--- config.mk ---
export PLATFORM = sky130hd
export DESIGN_NAME = axi_lite_responder
export DESIGN_NICKNAME = d
export VERILOG_FILES = /design/src/rtl/axi_lite_pkg.sv /design/src/rtl/axi_lite_bytewrite.sv /design/src/rtl/axi_lite_responder.sv
export SDC_FILE = /design/constraint.sdc
export NUM_CORES = 1
export LEC_CHECK = 0
export BUFFER_PORTS_ARGS = -buffer_cell sky130_fd_sc_hd__buf_2
export CAP_MARGIN = 20
export CORE_AREA = 5 5 255 257
export CTS_CLUSTER_DIAMETER = 50
export DETAILED_ROUTE_END_ITERATION = 10
export DIE_AREA = 0 0 260 262
export GPL_TIMING_DRIVEN = 0
export PLACE_DENSITY = 0.64
export SETUP_SLACK_MARGIN = 0.02
export SLEW_MARGIN = 40
export SYNTH_ARGS = -nofsm -noshare
export SYNTH_HDL_FRONTEND = slang
export SYNTH_SLANG_ARGS = --single-unit
--- constraint.sdc ---
create_clock -name AXI_CLK -period 6 [get_ports AXI_CLK]
set_input_delay 0.3 -clock AXI_CLK [delete_from_list [all_inputs] [get_ports AXI_CLK]]
set_output_delay 0.3 -clock AXI_CLK [all_outputs]
set_load 0.02 [all_outputs]
--- src/rtl/axi_lite_pkg.sv ---
// Shared types and constants for the AXI-lite register responder.
// Write/read FSM states, response codes and the RW register count.
package axi_lite_pkg;

  localparam int NUM_RW_REGS = 8;

  localparam logic [1:0] RESP_OKAY   = 2'b00;
  localparam logic [1:0] RESP_SLVERR = 2'b10;

  typedef enum logic [1:0] {
    W_IDLE,
    W_HAVE_A,
    W_HAVE_D,
    W_RESP
  } wstate_e;

  typedef enum logic {
    R_IDLE,
    R_DATA
  } rstate_e;

endpackage

--- src/rtl/axi_lite_bytewrite.sv ---
// Strobe-masked merge of one 32-bit word.
// Ports: old_i (current word), new_i (write data), strb_i (byte enables), merged_o.
module axi_lite_bytewrite (
  input  logic [31:0] old_i,
  input  logic [31:0] new_i,
  input  logic [3:0]  strb_i,
  output logic [31:0] merged_o
);

  always_comb begin
    merged_o = old_i;
    for (int b = 0; b < 4; b++) begin
      if (strb_i[b]) merged_o[8*b +: 8] = new_i[8*b +: 8];
    end
  end

endmodule

--- src/rtl/axi_lite_responder.sv ---
// AXI-lite slave with 8 RW control words and 8 RO status words.
// Ports: AXI AW/W/B/AR/R channels, ctrl_out, status_in, wr_pulse.
module axi_lite_responder
  import axi_lite_pkg::*;
#(
  parameter int ADDR_WIDTH    = 32,
  parameter int BASE_IDX_BITS = 4
) (
  input  logic                  AXI_CLK,
  input  logic                  RESET,
  input  logic [ADDR_WIDTH-1:0] AXI_awaddr,
  input  logic                  AXI_awvalid,
  output logic                  AXI_awready,
  input  logic [31:0]           AXI_wdata,
  input  logic [3:0]            AXI_wstrb,
  input  logic                  AXI_wvalid,
  output logic                  AXI_wready,
  output logic [1:0]            AXI_bresp,
  output logic                  AXI_bvalid,
  input  logic                  AXI_bready,
  input  logic [ADDR_WIDTH-1:0] AXI_araddr,
  input  logic                  AXI_arvalid,
  output logic                  AXI_arready,
  output logic [31:0]           AXI_rdata,
  output logic [1:0]            AXI_rresp,
  output logic                  AXI_rvalid,
  input  logic                  AXI_rready,
  output logic [255:0]          ctrl_out,
  input  logic [255:0]          status_in,
  output logic [7:0]            wr_pulse
);

  localparam int IH = BASE_IDX_BITS + 1;
  localparam int CW = 32 * NUM_RW_REGS;

  wstate_e ws_q, ws_d;
  rstate_e rs_q, rs_d;

  logic [CW-1:0]          ctrl_q, ctrl_d;
  logic [NUM_RW_REGS-1:0] pulse_q, pulse_d;
  logic [1:0]  bresp_q, bresp_d;
  logic [1:0]  rresp_q, rresp_d;
  logic [31:0] rdata_q, rdata_d;
  logic [3:0]  aw_idx_q;
  logic        aw_oor_q;
  logic [31:0] wdata_q;
  logic [3:0]  wstrb_q;

  logic        aw_hs, w_hs, ar_hs;
  logic        wr_done, wr_ok;
  logic [3:0]  aw_idx, ar_idx, wr_idx;
  logic        aw_oor, ar_oor, wr_oor;
  logic [31:0] wr_data, old_word, new_word;
  logic [3:0]  wr_strb;
  logic        unused_lsb;

  assign unused_lsb = ^{AXI_awaddr[1:0], AXI_araddr[1:0]};

  assign aw_idx = AXI_awaddr[IH:2];
  assign ar_idx = AXI_araddr[IH:2];
  assign aw_oor = |AXI_awaddr[ADDR_WIDTH-1:IH+1];
  assign ar_oor = |AXI_araddr[ADDR_WIDTH-1:IH+1];

  always_comb begin
    ws_d        = ws_q;
    AXI_awready = 1'b0;
    AXI_wready  = 1'b0;
    AXI_bvalid  = 1'b0;
    unique case (ws_q)
      W_IDLE: begin
        AXI_awready = ~RESET;
        AXI_wready  = ~RESET;
      end
      W_HAVE_A: AXI_wready  = ~RESET;
      W_HAVE_D: AXI_awready = ~RESET;
      W_RESP:   AXI_bvalid  = 1'b1;
    endcase
    aw_hs = AXI_awvalid & AXI_awready;
    w_hs  = AXI_wvalid & AXI_wready;
    unique case (ws_q)
      W_IDLE: begin
        if (aw_hs && w_hs) ws_d = W_RESP;
        else if (aw_hs)    ws_d = W_HAVE_A;
        else if (w_hs)     ws_d = W_HAVE_D;
      end
      W_HAVE_A: if (w_hs)  ws_d = W_RESP;
      W_HAVE_D: if (aw_hs) ws_d = W_RESP;
      W_RESP:   if (AXI_bready) ws_d = W_IDLE;
    endcase
  end

  // The completing handshake's own fields are used directly so
  // the update lands on the same edge that enters W_RESP.
  assign wr_done = (ws_q != W_RESP) && (ws_d == W_RESP);
  assign wr_idx  = aw_hs ? aw_idx : aw_idx_q;
  assign wr_oor  = aw_hs ? aw_oor : aw_oor_q;
  assign wr_data = w_hs ? AXI_wdata : wdata_q;
  assign wr_strb = w_hs ? AXI_wstrb : wstrb_q;
  assign wr_ok   = !wr_oor && !wr_idx[3];
  assign old_word = ctrl_q[{wr_idx[2:0], 5'b0} +: 32];

  axi_lite_bytewrite u_bw (
    .old_i    (old_word),
    .new_i    (wr_data),
    .strb_i   (wr_strb),
    .merged_o (new_word)
  );

  always_comb begin
    ctrl_d  = ctrl_q;
    pulse_d = '0;
    bresp_d = bresp_q;
    if (wr_done) begin
      bresp_d = wr_ok ? RESP_OKAY : RESP_SLVERR;
      if (wr_ok) begin
        ctrl_d[{wr_idx[2:0], 5'b0} +: 32] = new_word;
        pulse_d[wr_idx[2:0]] = 1'b1;
      end
    end
  end

  // Reads sample ctrl_q, so a coinciding write returns the old value.
  always_comb begin
    rs_d        = rs_q;
    rdata_d     = rdata_q;
    rresp_d     = rresp_q;
    AXI_arready = 1'b0;
    AXI_rvalid  = 1'b0;
    unique case (rs_q)
      R_IDLE: AXI_arready = ~RESET;
      R_DATA: AXI_rvalid  = 1'b1;
    endcase
    ar_hs = AXI_arvalid & AXI_arready;
    if (ar_hs) begin
      rs_d = R_DATA;
      if (ar_oor) begin
        rdata_d = '0;
        rresp_d = RESP_SLVERR;
      end else if (ar_idx[3]) begin
        rdata_d = status_in[{ar_idx[2:0], 5'b0} +: 32];
        rresp_d = RESP_OKAY;
      end else begin
        rdata_d = ctrl_q[{ar_idx[2:0], 5'b0} +: 32];
        rresp_d = RESP_OKAY;
      end
    end else if (AXI_rvalid && AXI_rready) begin
      rs_d = R_IDLE;
    end
  end

  always_ff @(posedge AXI_CLK) begin
    if (RESET) begin
      ws_q     <= W_IDLE;
      rs_q     <= R_IDLE;
      ctrl_q   <= '0;
      pulse_q  <= '0;
      bresp_q  <= RESP_OKAY;
      rresp_q  <= RESP_OKAY;
      rdata_q  <= '0;
      aw_idx_q <= '0;
      aw_oor_q <= 1'b0;
      wdata_q  <= '0;
      wstrb_q  <= '0;
    end else begin
      ws_q    <= ws_d;
      rs_q    <= rs_d;
      ctrl_q  <= ctrl_d;
      pulse_q <= pulse_d;
      bresp_q <= bresp_d;
      rresp_q <= rresp_d;
      rdata_q <= rdata_d;
      if (aw_hs) begin
        aw_idx_q <= aw_idx;
        aw_oor_q <= aw_oor;
      end
      if (w_hs) begin
        wdata_q <= AXI_wdata;
        wstrb_q <= AXI_wstrb;
      end
    end
  end

  assign ctrl_out  = ctrl_q;
  assign wr_pulse  = pulse_q;
  assign AXI_bresp = bresp_q;
  assign AXI_rresp = rresp_q;
  assign AXI_rdata = rdata_q;

endmodule

==> impl_metrics.json <==
{
  "status": "completed",
  "cp-end-kind": "flop",
  "cts_buffers": 51,
  "synth_cell_types": 55,
  "slew-limit-headroom": 0.345,
  "routed_via_density": 5.96,
  "cp-start-kind": "flop",
  "ys.flop_type": "dfxtp_1",
  "cap_viol_max_count": 0,
  "setup_viol": 0,
  "synth_top_cell_by_area": "dfxtp_1",
  "drc": 0,
  "design_area_sq_um": 27000,
  "wl_um": 115000,
  "area_growth_syn_to_layout_pct": 32.6,
  "cts-root-buf": "clkbuf_16",
  "first_global_vias": 21100,
  "initial_core_util": 0.326,
  "synth_top_cell_area_share": 0.336,
  "io_buffers": 652,
  "gr-total-overflow": 0,
  "cp.required_ps": 6440,
  "num-nets-final": 3221,
  "coreArea_sq_um": 62500,
  "hold_viol_final": 0,
  "placed_area_sq_um": 24900,
  "yosys_warnings": 0,
  "synth.avg_cell_area_sq_um": 9.69,
  "whs_ps": 32.2,
  "ys_seq_area_frac": 0.336,
  "rows": 92,
  "drive_gt1_frac": 0.370,
  "die-height_um": 262,
  "p_leak_nw": 10.9,
  "skew_ps": 17.3,
  "cp_max_fo": 10,
  "grt_usage": 0.320,
  "clkTransAtPathRegs_ps": 60,
  "dpl_worst_slack_ps": 900,
  "via_count": 22300,
  "yosysMostFrequentCell": "dfxtp_1",
  "fin_crit_ps": 5130,
  "setup-tns-final_ps": 0,
  "power_density_nw_per_um2": 240,
  "cts_buffer_depth": 3,
  "power_w": 0.00647,
  "worstMarginPinSlew_ps": 983,
  "cp_cell_sequence": "nor3b_2 -> buf_2 -> buf_1 -> buf_2 -> mux2i_1 -> inv_1 -> ha_1 -> nor2b_1 -> nand2_1 -> nor4_4 -> buf_4 -> clkbuf_1 -> a211oi_1",
  "drt_iter0_drc": 2399,
  "dieArea_sq_um": 68100,
  "place_congestion": 0.951,
  "synth_seq_cells": 342,
  "insertion_delay_ps": 600,
  "crit_type": "reg2reg",
  "max_stage_delay_ps": 620,
  "cp_common_cell": "buf_2",
  "synth_area_sq_um": 20400,
  "cts_tree": "done",
  "cp_slowest_cell": "clkbuf_1",
  "clock-sinks": 342,
  "grt_antenna_before_repair": 17,
  "dr.pass1.iters": 6,
  "grt_max_degree": 13,
  "ioPinCount": 668,
  "fin_crit_sh": 0.855,
  "ant_nets": 0,
  "wl_per_cell_um": 30.7,
  "grt_pass1_wl_um": 157000,
  "worst_slack_ps": 870,
  "hpwl_um": 87400,
  "synth_edf_count": 0,
  "rsz0062_at_grt": "false",
  "ir_worst_vdd_mv": 0.194,
  "syn_inst": 2101,
  "htreeDepth": 2,
  "dieWidth_um": 260,
  "synth_area_leaders": "dfxtp_1 (34%), mux4_2 (18%), mux2i_1 (7.3%)",
  "drv_slew": 0,
  "cp.arrival_ps": 5570,
  "synthTopCellsByCount": "dfxtp_1 (342), nand2_1 (238), mux4_2 (161)",
  "hp-class": "in2reg",
  "max_freq_mhz": 195,
  "async_reset_ff_frac": 0
}
-- where the power goes --
part / leakage [nW] / total [W] / internal, W / switching, W
combinational: 7.35 / 0.00113 / 0.000443 / 0.000683
clock: 0.821 / 0.00302 / 0.00177 / 0.00124
sequential: 2.76 / 0.00233 / 0.00230 / 0.0000282
total: 10.9 / 0.00647 / 0.00451 / 0.00196
-- layout make-up --
class,instances,area (sq um)
antenna,8,20.0
clock inverter,34,304
tap,846,1060
sequential,342,6850
clock buffer,60,1390
timing repair buffer,699,3760
multi-input combinational,1476,12300
inverter,81,304
buffer,203,958
fill,6313,35500
-- what timing repair did --
action / in CTS / in global routing
hold endpoints to repair: 36 / 0
buffers inserted: 0 / 0
gates resized for setup: 0 / 0
hold buffers: 36 / 0
-- path summary, 6_finish.rpt --
kind                      from            to  slack [ps]  cells after the start
setup / recovery       ws_q[0]  ctrl_out[82]         870                     13
hold / removal     AXI_arvalid          rs_q          30                      3
setup reg to reg       ws_q[0]  ctrl_out[82]         870                     13
hold reg to reg   AXI_rdata[9]  AXI_rdata[9]         450                      2
-- state kept, by name, indices dropped and copies added, names as in the netlist --
| name | flops |
|---|---|
| ctrl_out | 256 |
| AXI_rdata | 32 |
| wdata_q | 32 |
| wr_pulse | 8 |
| aw_idx_q | 4 |
| wstrb_q | 4 |
| ws_q | 2 |
| AXI_bresp | 1 |
| AXI_rresp | 1 |
| aw_oor_q | 1 |
| rs_q | 1 |
-- through the flow --
step,std cells,util
after CTS,3738,0.431
after floorplan,2102,-
after detailed placement,3608,0.398
final,3749,0.432
after global routing,3745,0.432
after global placement,3600,0.395
-- worst max-delay path, delay by kind of cell (launching register included) --
kind	cells	cell delay, ps
AOI/OAI and AO/OA	1	180
adders and majority gates	1	340
buffers and inverters	6	2430
DFF	1	370
muxes	1	420
and+or+nand+nor	4	1220
-- cell families (layout without fill, tap and decap cells) --
kind of cell / Yosys count / after routing / share of synthesized area
adders and majority gates: 4 / 4 / 0.00246
AOI/OAI and AO/OA: 593 / 593 / 0.224
buffers and inverters: 284 / 1077 / 0.0591
other: 1 / 10 / 0.000184
and+or+nand+nor: 565 / 565 / 0.126
muxes: 312 / 312 / 0.253
DFF: 342 / 342 / 0.336
-- layout by cell type (no fill, tap or decap), types with 5 or more instances in the layout --
cell / n
buf_2: 703
dfxtp_1: 342
nand2_1: 238
mux4_2: 161
nor2_1: 158
mux2i_1: 148
a211oi_1: 114
clkbuf_1: 91
a22oi_1: 87
inv_1: 80
o21ai_1: 74
a21oi_1: 68
o2bb2ai_1: 62
o21ai_0: 56
clkbuf_16: 53
nand3_1: 50
a221oi_1: 43
nand2b_1: 41
dlygate4sd3_1: 36
a22o_1: 32
clkbuf_2: 31
nor4_1: 26
a31oi_4: 23
buf_4: 16
buf_1: 15
and2_1: 15
a211oi_2: 14
buf_6: 10
clkinv_2: 9
diode_2: 8
nor3_1: 8
inv_6: 8
clkinvlp_4: 8
nor2b_1: 6
nand4_1: 5
-- metal layers --
metal,track usage,part of all wire,vias up
li1,-,-,9497
met1,0.414,0.40,11000
met2,0.510,0.45,1486
met3,0.0833,0.10,307
met4,0.136,0.047,16
met5,0,0.00094,-
Note: power is estimated with default switching activity, not from simulation.
